--- src/rtl/popcount_pkg.sv ---
// Shared types and helpers for the byte-serial popcount sequencer.
package popcount_pkg;

    typedef enum logic [1:0] {
        IDLE  = 2'd0,
        COUNT = 2'd1,
        DONE  = 2'd2
    } state_e;

    // Bits needed to hold a count of 0..8*nbytes.
    function automatic int unsigned cnt_width(input int unsigned nbytes);
        return $clog2(8 * nbytes + 1);
    endfunction

endpackage

--- src/rtl/popcount8.sv ---
// Combinational 8-bit population count built as a balanced adder tree.
module popcount8 (
    input  logic [7:0] i_data,
    output logic [3:0] o_count
);

    logic [1:0] w_s2 [4];
    logic [2:0] w_s4 [2];

    for (genvar i = 0; i < 4; i++) begin : g_pair
        assign w_s2[i] = {1'b0, i_data[2*i]} + {1'b0, i_data[2*i+1]};
    end

    for (genvar j = 0; j < 2; j++) begin : g_quad
        assign w_s4[j] = {1'b0, w_s2[2*j]} + {1'b0, w_s2[2*j+1]};
    end

    assign o_count = {1'b0, w_s4[0]} + {1'b0, w_s4[1]};

endmodule

--- src/rtl/popcount_sequencer.sv ---
// Counts set bits of an NBYTES-wide word one byte per cycle through a single popcount8.
// Optional threshold compare enabled by macro POPCOUNT_SEQUENCER_THRESH_EN.
module popcount_sequencer
    import popcount_pkg::*;
#(
    parameter  int unsigned NBYTES = 4,
    localparam int unsigned CW     = cnt_width(NBYTES)
) (
    input  logic                clk,
    input  logic                rst,
    input  logic [8*NBYTES-1:0] x,
    input  logic                in_valid,
    output logic                in_ready,
    output logic [CW-1:0]       y,
    output logic                out_valid,
`ifdef POPCOUNT_SEQUENCER_THRESH_EN
    input  logic [CW-1:0]       thresh,
    output logic                over,
`endif
    input  logic                out_ready
);

    state_e              r_state;
    logic [8*NBYTES-1:0] r_shreg;
    logic [CW-1:0]       r_acc;
    logic [CW-1:0]       r_idx;
    logic                r_in_ready;
    logic                r_out_valid;
    logic [3:0]          w_pc;

    popcount8 u_popcount8 (
        .i_data  (r_shreg[7:0]),
        .o_count (w_pc)
    );

    always_ff @(posedge clk or posedge rst) begin
        if (rst) begin
            r_state     <= IDLE;
            r_shreg     <= '0;
            r_acc       <= '0;
            r_idx       <= '0;
            r_in_ready  <= 1'b1;
            r_out_valid <= 1'b0;
        end else begin
            unique case (r_state)
                IDLE: begin
                    if (in_valid) begin
                        r_shreg    <= x;
                        r_acc      <= '0;
                        r_idx      <= '0;
                        r_in_ready <= 1'b0;
                        r_state    <= COUNT;
                    end
                end
                COUNT: begin
                    r_acc   <= r_acc + CW'(w_pc);
                    r_shreg <= r_shreg >> 8;
                    r_idx   <= r_idx + 1'b1;
                    if (r_idx == CW'(NBYTES - 1)) begin
                        r_out_valid <= 1'b1;
                        r_state     <= DONE;
                    end
                end
                DONE: begin
                    // Release to IDLE only; a new word is taken on the following cycle.
                    if (out_ready) begin
                        r_out_valid <= 1'b0;
                        r_in_ready  <= 1'b1;
                        r_state     <= IDLE;
                    end
                end
                default: begin
                    r_in_ready  <= 1'b1;
                    r_out_valid <= 1'b0;
                    r_state     <= IDLE;
                end
            endcase
        end
    end

    assign in_ready  = r_in_ready;
    assign out_valid = r_out_valid;
    assign y         = r_acc;

`ifdef POPCOUNT_SEQUENCER_THRESH_EN
    logic [CW-1:0] r_thresh;

    always_ff @(posedge clk or posedge rst) begin
        if (rst) begin
            r_thresh <= '0;
        end else if (r_state == IDLE && in_valid) begin
            r_thresh <= thresh;
        end
    end

    assign over = r_out_valid && (r_acc >= r_thresh);
`endif

endmodule

--- config.mk ---
export PLATFORM = sky130hd
export DESIGN_NAME = popcount_sequencer
export DESIGN_NICKNAME = d
export VERILOG_FILES = /design/src/rtl/popcount_pkg.sv /design/src/rtl/popcount8.sv /design/src/rtl/popcount_sequencer.sv
export SDC_FILE = /design/constraint.sdc
export NUM_CORES = 1
export LEC_CHECK = 0
export BUFFER_PORTS_ARGS = -buffer_cell sky130_fd_sc_hd__clkbuf_2
export CAP_MARGIN = 10
export CORE_ASPECT_RATIO = 1.1
export CORE_MARGIN = 2
export CORE_UTILIZATION = 40
export CTS_CLUSTER_DIAMETER = 200
export DETAILED_ROUTE_END_ITERATION = 10
export GPL_TIMING_DRIVEN = 0
export PLACE_DENSITY = 0.64
export SYNTH_ARGS = -nofsm -noshare
export SYNTH_HDL_FRONTEND = slang
export SYNTH_SLANG_ARGS = --single-unit
export TNS_END_PERCENT = 20
--- constraint.sdc ---
create_clock -name clk -period 3.1 [get_ports clk]
set_input_delay 0.465 -clock clk [delete_from_list [all_inputs] [get_ports clk]]
set_output_delay 0.465 -clock clk [all_outputs]
set_load 0.01 [all_outputs]
; ---- After elaboration in Yosys (flattened, before gate mapping)
; Cells that the tools add are included.
[classes]
n_addsub = 9
eq_ne = 6
muxes = 15
bitwise = 2
n_reduce_logical = 6
[ops]
columns = op, n
row1 = $pmux W32 S2, 1
row2 = $mux W32, 1
row3 = $pmux W6 S2, 2
row4 = $reduce_and A3 Y1, 3
row5 = $add A1 B1 Y2, 4
row6 = $add A2 B2 Y3, 2
row7 = $add A6 B1 Y6 const B, 1
row8 = $add A6 B4 Y6, 1
row9 = $eq A6 B2 Y1 const B, 1
row10 = $mux W2, 3
row11 = $mux W6, 1
row12 = $ne A2 B2 Y1 const B, 3
row13 = $pmux W1 S3, 2
row14 = $pmux W2 S3, 1
row15 = $add A3 B3 Y4, 1
row16 = $mux W1, 4
row17 = $eq A2 B1 Y1 const B, 1
row18 = $eq A2 B2 Y1 const B, 1
row19 = $logic_not A2 Y1, 1
row20 = $not A1 Y1, 2
row21 = $reduce_and A2 Y1, 1
row22 = $reduce_bool A2 Y1, 1
[word_totals]
ff_bits = 48
inputBits = 36
out_inout_bits = 8
wordCells = 44

; ---- Logic depth before layout (Yosys ltp)
[depth]
depth_word = 5
depth_mapped = 11

; ---- Hierarchy
; From an unflattened synthesis, not the netlist that was laid out.
[unflattened]
cells_unflattened = 256
area_unflattened_um2 = 2558.7
[by_module_without_submodules]
columns = module, instances, cells_per_inst, area_per_inst_um2
row1 = popcount_sequencer, 1, 232, 2368.5
row2 = popcount8, 1, 24, 190.2

; ---- Worst setup path after synthesis
; OpenSTA, ideal clock, no wires.
[synth_path]
path_type = register to register
startpoint = register r_acc[0] (netlist: y[0])
endpoint = register r_acc[4] (netlist: y[4])
setup_ps = 129
arrival_ps = 3108
required_time_ps = 2971
setup_slack_ps = -137
stages_incl_launch_ff = 11
n_path_buf = 0
period_less_slack_ps = 3237
path_cell_list = dfrtp_1 -> fa_1 -> inv_1 -> fa_1 -> fa_1 -> fa_1 -> fa_1 -> nor2b_1 -> o21a_1 -> o21ai_1 -> mux2i_1
[synth_between]
elab_chain_cells = 2
[synth_lines]
columns = item, line_no
row1 = start: declaration, popcount_sequencer.sv:25  ; logic [CW-1:0] r_acc;
row2 = start signal: assignment, popcount_sequencer.sv:56  ; r_acc <= r_acc + CW'(w_pc);
row3 = $add A6 B4 Y6, popcount_sequencer.sv:56
row4 = $pmux W6 S2, popcount_sequencer.sv:45  ; unique case (r_state)
; Every way passes these cells.
; A chain may end at the register's enable or synchronous reset.

; ---- Worst setup path in the final report
; Same ends and word-level chain as after synthesis.

==> reports/qor.txt <==
Register area - 1202 sq um
First-pass GRT wire length - 9860 microns
CP cell instances - fa_1, inv_2, fa_1, fa_1, fa_2, fa_2, nor2b_2, o21a_1, o21ai_2, mux2i_1
Failing checks - setup timing
Skew final - 3.633 ps
Initial core utilization - 41.17%
Internal power - 1.723 mW
Syn avg cell area - 10.16 sq um
Share of layout cells above drive strength 1 - 26.67%
Ant diodes - 0
Total number of vias - 1,941
Pin count of the biggest net entering global routing - 43
Maxcap violations - 0
Ports - 44
Clock share of power - 13.2%
RSZ-0062 raised after global routing - yes
Final Hold Vio Count - 0
Routed WL per cell - 14.65 microns
Net count, final - 347
DRC errors left - 0
Final GP Congestion - 0.7722
Combinational power share - 52.1%
Met2 wire length - 2736 microns
Total Routing Usage GR - 18.46%
Crit end category - flop
Placement Setup Slack - -160.4 ps
Setup TNS - -136.9 ps
CP arrival - 3430 ps
Final setup violating endpoints - 1
VDD IR-drop max - 363.3 uV
Core area - 6118 sq um
Die ar. - 6948 sq um
Fmax - 0.3089 GHz
Worst Path Buf+Inv - 1
Hpwl dp - 4195 microns
CP Max Fanout - 2
Worst skew pair latency - 300 ps
Tcrit/Tclk final - 104.4%
Worst-case clock buffer depth - 2
Slew margin rel. - 67.63%
M1 WL - 2504 microns
Die width - 79.66 microns
Met3 wire len - 266 microns
Crit path largest cell delay - 560 ps
Setup Crit Path Kind - flop to flop
Leakage - 1.441 nW
Worst Tran Pin Value - 485.6 ps
Post-route ant nets - 0
CTS clock-pin slew for the worst setup and hold paths - 80 ps
Syn nets - 296
H-Tree Depth - 2
Yosys warning total - 0
Area of the multi-input gates - 1180 sq um
TritonCTS clock tree - built
Min Tclk post-route - 3237 ps
Netlist Area Pre-Place - 2519 sq um
Max Slew Vio Count - 0
Commonest cells after routing, fill and taps aside - dfrtp_1 (47), clkbuf_2 (43), nand2_1 (23)
Register area share after synthesis - 47.74%
Startpoint types - flop
Crit-path slowest cell - fa_1
NetSw - 1.220 mW
TritonCTS buffer count - 5
Row count - 30
Vias in the first global route - 2,086
Area growth, synth to finish - 17.73%
Hold/Removal Path Class - primary input to async pin
Initial antenna violation count - 0
Clock sink count - 48
Synth cell types - 37
Setup WS post-layout - -136.9 ps
DR vias/cell - 5.108
Most used cell along the critical path - fa_1
DRT iter0 DRCs - 49
CTS root buffer - clkbuf_8
IO buf count - 42
Net Sw Frac - 41.45%
Syn Inst Count - 248
Leading cell type in the layout, fill and taps excluded - dfrtp_1
Seq pwr share - 34.7%
WP data required - 3290 ps
CP delay by family, top - adder cells
Die Ht - 87.23 microns
Finished Cell Area - 2965 sq um
Area after DPL - 2854 sq um
Highest routed layer - met4
DRT Wirelength - 5567 microns
Post-synthesis register bit count - 48
Fillers - 591
Final global-route overflow total - 0
Ratio of total power to cell area - 992.4 nW/um^2
Outcome - finished with violations
1st-pass router iterations - 4
Post-cts hold buffer count - 0
[stage by stage]
step / cells / hold WS [ps] / utilization, % / power, mW
after global placement: 370 / 460.8 / 46.32 / 2.487
final: 380 / 31.28 / 48.47 / 2.943
after floorplan: 248 / 450.0 / - / 2.117
after global routing: 380 / 34.69 / 48.47 / 3.250
after detailed placement: 371 / 359.5 / 46.65 / 2.529
after CTS: 380 / 31.63 / 48.34 / 2.957
[Yosys cell counts]
cell	count	share of area (%)
a21oi_1	20	4.0
a22o_1	9	3.1
a22oi_1	12	3.6
a2bb2oi_1	6	2.1
and2b_4	1	0.40
and3b_1	12	4.2
buf_2	6	1.2
buf_4	5	1.5
buf_6	2	0.89
clkbuf_1	3	0.45
clkbuf_2	1	0.20
dfrtp_1	47	47
dfstp_2	1	1.0
fa_1	5	4.0
ha_1	7	3.5
inv_1	12	1.8
inv_2	1	0.15
mux2i_1	2	0.79
nand2_1	23	3.4
nand2b_1	5	1.2
nand3_1	3	0.60
nand3_2	1	0.40
nand4_1	1	0.25
nor2_1	7	1.0
nor2b_1	8	2.0
nor2b_4	1	0.55
nor4_1	1	0.25
o211ai_1	1	0.30
o211ai_2	1	0.50
o21a_1	1	0.30
o21ai_0	19	3.8
o21ai_1	19	3.8
o21ai_4	1	0.65
o22a_1	1	0.35
o31ai_1	1	0.30
o31ai_2	1	0.50
xor2_1	1	0.35
[path summary, 6_finish.rpt]
path / endpoint / slack (ps) / cells after the start / from
max in group asynchronous: in_ready / 2560 / 3 / rst
max: y[4] / -140 / 10 / y[0]
max reg2reg: y[4] / -140 / 10 / y[0]
min reg2reg: y[5] / 480 / 1 / y[5]
min: r_shreg[27] / 30 / 2 / rst
min in group clk: r_shreg[31] / 380 / 2 / x[31]
[registers in the layout, summed over array words and instances, names as in the netlist]
| name | count |
|---|---|
| y | 6 |
| r_state | 2 |
| out_valid | 1 |
| in_ready | 1 |
| r_shreg | 32 |
| r_idx | 6 |
[power groups by stage]
stage	logic, mW	registers, mW	clock network, mW
2_1_floorplan	1.10	1.02	0
3_3_place_gp	1.46	1.03	0
3_5_place_dp	1.49	1.04	0
4_1_cts	1.53	1.02	0.401
5_1_grt	1.76	1.06	0.430
6_report	1.53	1.02	0.388
[worst register-to-register path, stage by stage (launching register included)]
cell and delay [ps]:
dfrtp_1 410, fa_1 560, inv_2 40, fa_1 490, fa_1 440, fa_2 380, fa_2 370, nor2b_2 140
o21a_1 130, o21ai_2 60, mux2i_1 110
[cell type report]
type	instances	area share (%)
Sequential cell	48	40.55
Clock buffer	8	3.038
Multi-Input combinational cell	170	39.79
Inverter	13	1.646
Tap cell	80	3.376
Buffer	17	3.587
Timing Repair Buffer	44	8.017
[logic make-up after synthesis]
group | Yosys count | synth area share, %
compound gates | 92 | 23.20
fa+ha+maj | 12 | 7.452
buf+inv | 30 | 6.160
simple gates | 63 | 14.31
xor+xnor | 1 | 0.3478
flops | 48 | 47.74
mux | 2 | 0.7949
[layer usage]
layer | vias up | GRT usage [%]
li1 | 977 | -
met1 | 912 | 23.91
met2 | 47 | 30.40
met3 | 5 | 4.046
met4 | 0 | 6.740
met5 | - | 0
[repair_timing]
action                     4_1_cts  5_1_grt
gates resized for setup          3        3
buffers inserted                 1        0
setup endpoints to repair        2        5
cloned                           0        0
Power figures use the tool's default switching activity.
